[src/rtl/dff_pipe_if.sv]
// dff_pipe_if: data/valid/control bundle for the dff_pipe delay line.
// Parity signals exist only when DFF_PIPE_PARITY_EN is defined.
interface dff_pipe_if #(
  parameter int WIDTH = 8,
  parameter int DEPTH = 4
);
  localparam int OCC_W = $clog2(DEPTH + 1);

  logic             en;
  logic             flush;
  logic             d_valid;
  logic [WIDTH-1:0] d;
  logic             q_valid;
  logic [WIDTH-1:0] q;
  logic [OCC_W-1:0] occupancy;
`ifdef DFF_PIPE_PARITY_EN
  logic             par_inject;
  logic             parity_err;

  modport master (
    output en, flush, d_valid, d, par_inject,
    input  q_valid, q, occupancy, parity_err
  );
  modport slave (
    input  en, flush, d_valid, d, par_inject,
    output q_valid, q, occupancy, parity_err
  );
`else
  modport master (
    output en, flush, d_valid, d,
    input  q_valid, q, occupancy
  );
  modport slave (
    input  en, flush, d_valid, d,
    output q_valid, q, occupancy
  );
`endif
endinterface

[src/rtl/dff_pipe.sv]
// dff_pipe: valid-tagged multi-stage register pipeline with stall, flush and live occupancy.
// Optional per-stage parity bit is enabled by defining DFF_PIPE_PARITY_EN.
module dff_pipe #(
  parameter int               WIDTH     = 8,
  parameter int               DEPTH     = 4,
  parameter logic [WIDTH-1:0] RESET_VAL = {WIDTH{1'b0}}
) (
  input logic       clk,
  input logic       reset_n,
  dff_pipe_if.slave bus
);
  localparam int OCC_W = $clog2(DEPTH + 1);
  localparam int LAST  = DEPTH - 1;

  logic [WIDTH-1:0] data_r [DEPTH];
  logic [WIDTH-1:0] data_s [DEPTH];
  logic [DEPTH-1:0] valid_r;
  logic [DEPTH-1:0] valid_s;
  logic [OCC_W-1:0] occ_r;
  logic [OCC_W-1:0] occ_s;

`ifdef DFF_PIPE_PARITY_EN
  logic [DEPTH-1:0] par_r;
  logic [DEPTH-1:0] par_s;

  function automatic logic calc_parity(input logic [WIDTH-1:0] v);
    return ^v;
  endfunction
`endif

  // Next-state of every stage: flush beats en, and en=0 holds everything.
  always_comb begin
    data_s  = data_r;
    valid_s = valid_r;
    occ_s   = occ_r;
`ifdef DFF_PIPE_PARITY_EN
    par_s   = par_r;
`endif
    if (bus.flush) begin
      for (int i = 0; i < DEPTH; i++) begin
        data_s[i] = RESET_VAL;
      end
      valid_s = {DEPTH{1'b0}};
      occ_s   = {OCC_W{1'b0}};
`ifdef DFF_PIPE_PARITY_EN
      par_s   = {DEPTH{1'b0}};
`endif
    end else if (bus.en) begin
      for (int i = LAST; i > 0; i--) begin
        data_s[i]  = data_r[i-1];
        valid_s[i] = valid_r[i-1];
`ifdef DFF_PIPE_PARITY_EN
        par_s[i]   = par_r[i-1];
`endif
      end
      // Invalid words enter as RESET_VAL so an empty stage never carries stale data.
      data_s[0]  = bus.d_valid ? bus.d : RESET_VAL;
      valid_s[0] = bus.d_valid;
`ifdef DFF_PIPE_PARITY_EN
      par_s[0]   = bus.d_valid ? (calc_parity(bus.d) ^ bus.par_inject) : 1'b0;
`endif
      occ_s = occ_r + OCC_W'(bus.d_valid) - OCC_W'(valid_r[LAST]);
    end else begin
      data_s  = data_r;
      valid_s = valid_r;
      occ_s   = occ_r;
`ifdef DFF_PIPE_PARITY_EN
      par_s   = par_r;
`endif
    end
  end

  // Stage, valid and occupancy registers.
  always_ff @(posedge clk or negedge reset_n) begin
    if (!reset_n) begin
      for (int i = 0; i < DEPTH; i++) begin
        data_r[i] <= RESET_VAL;
      end
      valid_r <= {DEPTH{1'b0}};
      occ_r   <= {OCC_W{1'b0}};
`ifdef DFF_PIPE_PARITY_EN
      par_r   <= {DEPTH{1'b0}};
`endif
    end else begin
      for (int i = 0; i < DEPTH; i++) begin
        data_r[i] <= data_s[i];
      end
      valid_r <= valid_s;
      occ_r   <= occ_s;
`ifdef DFF_PIPE_PARITY_EN
      par_r   <= par_s;
`endif
    end
  end

  assign bus.q         = data_r[LAST];
  assign bus.q_valid   = valid_r[LAST];
  assign bus.occupancy = occ_r;
`ifdef DFF_PIPE_PARITY_EN
  assign bus.parity_err = valid_r[LAST] & (calc_parity(data_r[LAST]) ^ par_r[LAST]);
`endif

endmodule
[src/flat_wrapper.sv]
// flat-port wrapper written by rule: the top's interface ports become plain ports
module dff_pipe_flat 
#(
  parameter int               WIDTH     = 8,
  parameter int               DEPTH     = 4,
  parameter logic [WIDTH-1:0] RESET_VAL = {WIDTH{1'b0}}
)
  (clk, reset_n, bus_en, bus_flush, bus_d_valid, bus_d, bus_q_valid, bus_q, bus_occupancy);
  dff_pipe_if #(.WIDTH(WIDTH), .DEPTH(DEPTH)) bus_i ();
  input logic clk;
  input logic reset_n;
  input wire logic [$bits(bus_i.en)-1:0] bus_en;
  input wire logic [$bits(bus_i.flush)-1:0] bus_flush;
  input wire logic [$bits(bus_i.d_valid)-1:0] bus_d_valid;
  input wire logic [$bits(bus_i.d)-1:0] bus_d;
  output wire logic [$bits(bus_i.q_valid)-1:0] bus_q_valid;
  output wire logic [$bits(bus_i.q)-1:0] bus_q;
  output wire logic [$bits(bus_i.occupancy)-1:0] bus_occupancy;
  assign bus_i.en = bus_en;
  assign bus_i.flush = bus_flush;
  assign bus_i.d_valid = bus_d_valid;
  assign bus_i.d = bus_d;
  assign bus_q_valid = bus_i.q_valid;
  assign bus_q = bus_i.q;
  assign bus_occupancy = bus_i.occupancy;
  dff_pipe #(.WIDTH(WIDTH), .DEPTH(DEPTH), .RESET_VAL(RESET_VAL)) u_core (.clk(clk), .reset_n(reset_n), .bus(bus_i));
endmodule
[config.mk]
export PLATFORM = sky130hd
export DESIGN_NAME = dff_pipe_flat
export DESIGN_NICKNAME = d
export VERILOG_FILES = /design/src/rtl/dff_pipe_if.sv /design/src/rtl/dff_pipe.sv /design/src/flat_wrapper.sv
export SDC_FILE = /design/constraint.sdc
export NUM_CORES = 1
export LEC_CHECK = 0
export ABC_AREA = 0
export ABC_CLOCK_PERIOD_IN_PS = 4940
export CAP_MARGIN = 20
export CORE_UTILIZATION = 50
export CTS_BUF_LIST = sky130_fd_sc_hd__clkbuf_16
export CTS_CLUSTER_SIZE = 40
export DETAILED_ROUTE_END_ITERATION = 6
export PLACE_DENSITY = 0.74
export SLEW_MARGIN = 15
export SYNTH_ARGS = -nofsm -noshare
export SYNTH_HDL_FRONTEND = slang
export SYNTH_SLANG_ARGS = --single-unit
[constraint.sdc]
create_clock -name clk -period 4.94 [get_ports clk]
set_input_delay 0.988 -clock clk [delete_from_list [all_inputs] [get_ports clk]]
set_output_delay 0.988 -clock clk [all_outputs]
set_load 0.05 [all_outputs]
==> results.json <==
{
  "crit_chain": "clkdlybuf4s50_1 -> ha_1 -> inv_1 -> fa_1 -> xor2_1 -> a21oi_1 -> a31o_1",
  "drt-total-wl_microns": 2674,
  "gp_congestion": 0.7032,
  "hpwl_microns": 1623,
  "cp.arrival_ps": 2870,
  "setup_viol": 0,
  "drtIter0Drc": 43,
  "rsz0062_at_grt": "false",
  "status": "finished, final reports clean",
  "drive_gt1_share_pct": 5.357,
  "cts_tree": "built",
  "synth_common_cells": "dfrtp_1, nor2_1, mux2i_1, buf_4",
  "ys_seq_area_share_pct": 56.20,
  "dp_slack_ps": 1949,
  "syn_inst": 153,
  "cts_resized": 0,
  "tns_ps": 0,
  "floorplan.rows": 21,
  "final_cells": 214,
  "crit_slowest_cell": "clkdlybuf4s50_1",
  "cpPeakStageDelay_ps": 690,
  "fin_area_sq_um": 2044,
  "synthToLayoutAreaGrowth_pct": 17.72,
  "crit_type": "in2reg",
  "drv_slew": 0,
  "clock_path_buffers": 2,
  "yosysWarnings": 0,
  "hold-worst-slack_ps": 510.2,
  "cts_buffers": 5,
  "synth_mux_area_share_pct": 17.29,
  "postCtsSetupRepairBufs": 0,
  "hold_class": "reg2reg",
  "drt-pass1-iter-count": 4,
  "yosys.area_share.simple_pct": 12.25,
  "ys_ff_latch": 39,
  "period_minus_slack_ps": 2705,
  "placed_cells": 206,
  "place_area_sq_um": 1907,
  "grt_start_max_net_pins": 49,
  "async_flop_share_pct": 100.0,
  "synth-xor-area-share_pct": 0.5043,
  "vias": 1083,
  "synth_nets": 169,
  "yosysMostFrequentCell": "dfrtp_1",
  "clk_latency_ps": 280,
  "pin_count": 25,
  "cts_hold_buffers": 0,
  "die_area_sq_um": 3713,
  "power_leakage_nw": 1.017,
  "cts_root_buf": "clkbuf_16",
  "synthTopCellsByArea": "dfrtp_1, mux2i_1, nor2_1",
  "avgSynthCellArea_sq_um": 11.35,
  "synthFlopType": "dfrtp_1",
  "clk_pin_slew_ps": 50,
  "final_core_util_pct": 61.27,
  "fmax_ghz": 0.3697,
  "fp.dieW_microns": 60.94,
  "synth-compound-area-share_pct": 3.098,
  "setup_ws_ps": 2235,
  "start_util_pct": 52.04,
  "antenna_left": 0,
  "cts_sinks": 39,
  "fin_nets": 183,
  "power_density_nw_per_um2": 334.2,
  "power.total_mw": 0.6833,
  "cp_max_fo": 10,
  "htreeDepth": 2,
  "grt_pass1_vias": 1028,
  "coreArea_sq_um": 3337,
  "ir_worst_vdd_mv": 0.1871,
  "port_buffers": 24,
  "grt.overflow.total": 0,
  "skew_ps": 2.975,
  "track_usage_pct": 16.72,
  "drc": 0,
  "grt_pass1_wl_microns": 4436,
  "fin_crit_sh_pct": 54.75,
  "post_drt_wl_per_cell_microns": 12.50,
  "maxCapViolations": 0,
  "synth_edf_count": 0,
  "antenna_found_initial": 0,
  "synth.cell_area_sq_um": 1737,
  "yosysTopAreaCellShare_pct": 56.20,
  "synth_top_family_by_area": "multiplexers",
  "antenna_cells": 0,
  "yosysUniqueCellTypes": 15,
  "worstPathRequired_ps": 5100,
  "start_kind": "input pin",
  "final_hold_viol_count": 0,
  "synthAdderAreaFrac_pct": 2.594,
  "die_h_microns": 60.94,
  "slew-limit-headroom_pct": 26.45,
  "via_per_inst": 5.061,
  "endpoint_kind": "flop",
  "synth_top_area_cell": "dfrtp_1",
  "worst_pin_slew_ps": 1103
}
-- critical path: cells and delay by family --
family                     cells  cell delay (ps)
AOI/OAI and AO/OA              2              340
xor gates and xnor gates       1              210
adders and majority gates      2              580
buffers and inverters          2              740
-- cells in the final DEF (no fill, tap or decap), types with 2 or more instances in the layout --
| cell type | instances |
|---|---|
| ha_1 | 2 |
| dfrtp_1 | 39 |
| inv_1 | 6 |
| nand2b_1 | 9 |
| nand3_1 | 8 |
| nor2_1 | 31 |
| mux2i_1 | 30 |
| clkbuf_16 | 5 |
| clkdlybuf4s50_1 | 22 |
| a21oi_1 | 9 |
| buf_2 | 2 |
-- metal layers --
layer	vias up	part of all wire, %	track usage [%]
met3	8	3.5	5.330
met4	0	2.8	10.39
met5	-	0	0
li1	523	-	-
met1	529	45	19.23
met2	23	49	27.16
-- state kept, by name, summed over array words and instances, names as in the netlist --
signal	flops
u_core.bus.q	8
u_core.valid_r	4
u_core.data_r	24
u_core.bus.occupancy	3
-- worst paths after layout --
kind | startpoint | to | slack (ps) | cells past startpoint
setup / recovery | bus_d_valid | u_core.bus.occupancy[2]$_DFFE_PN0P_ | 2240 | 7
hold / removal | u_core.bus.q[2]$_DFFE_PN0P_ | u_core.bus.q[2]$_DFFE_PN0P_ | 510 | 2
setup reg to reg | u_core.bus.occupancy[0]$_DFFE_PN0P_ | u_core.bus.occupancy[2]$_DFFE_PN0P_ | 2950 | 9
hold reg to reg | u_core.bus.q[2]$_DFFE_PN0P_ | u_core.bus.q[2]$_DFFE_PN0P_ | 510 | 2
max in group asynchronous | reset_n | u_core.data_r[31]$_DFFE_PN0P_ | 3600 | 1
min in group asynchronous | reset_n | u_core.bus.q[1]$_DFFE_PN0P_ | 810 | 1
-- cell type report --
class	instances	area [sq um]
multi-input combinational	92	620.6
clock inverter	3	12.51
tap	46	57.56
fill	275	1292
clock buffer	5	125.1
timing repair buffer	25	237.7
sequential	39	975.9
inverter	4	15.01
-- report_power, final --
part | switching [mW] | total, mW | internal [mW]
combinational | 0.0352 | 0.0601 | 0.0249
sequential | 0.00456 | 0.331 | 0.327
clock | 0.110 | 0.292 | 0.182
-- kinds of logic (layout without fill, tap and decap cells) --
group,Yosys count,after routing
AO/OA/AOI/OAI,10,10
multiplexers,30,30
AND/OR/NAND/NOR,48,48
adder cells (fa/ha/maj),3,3
buffers and inverters,22,37
XOR/XNOR,1,1
flip-flops,39,39
Power figures use the tool's default switching activity.
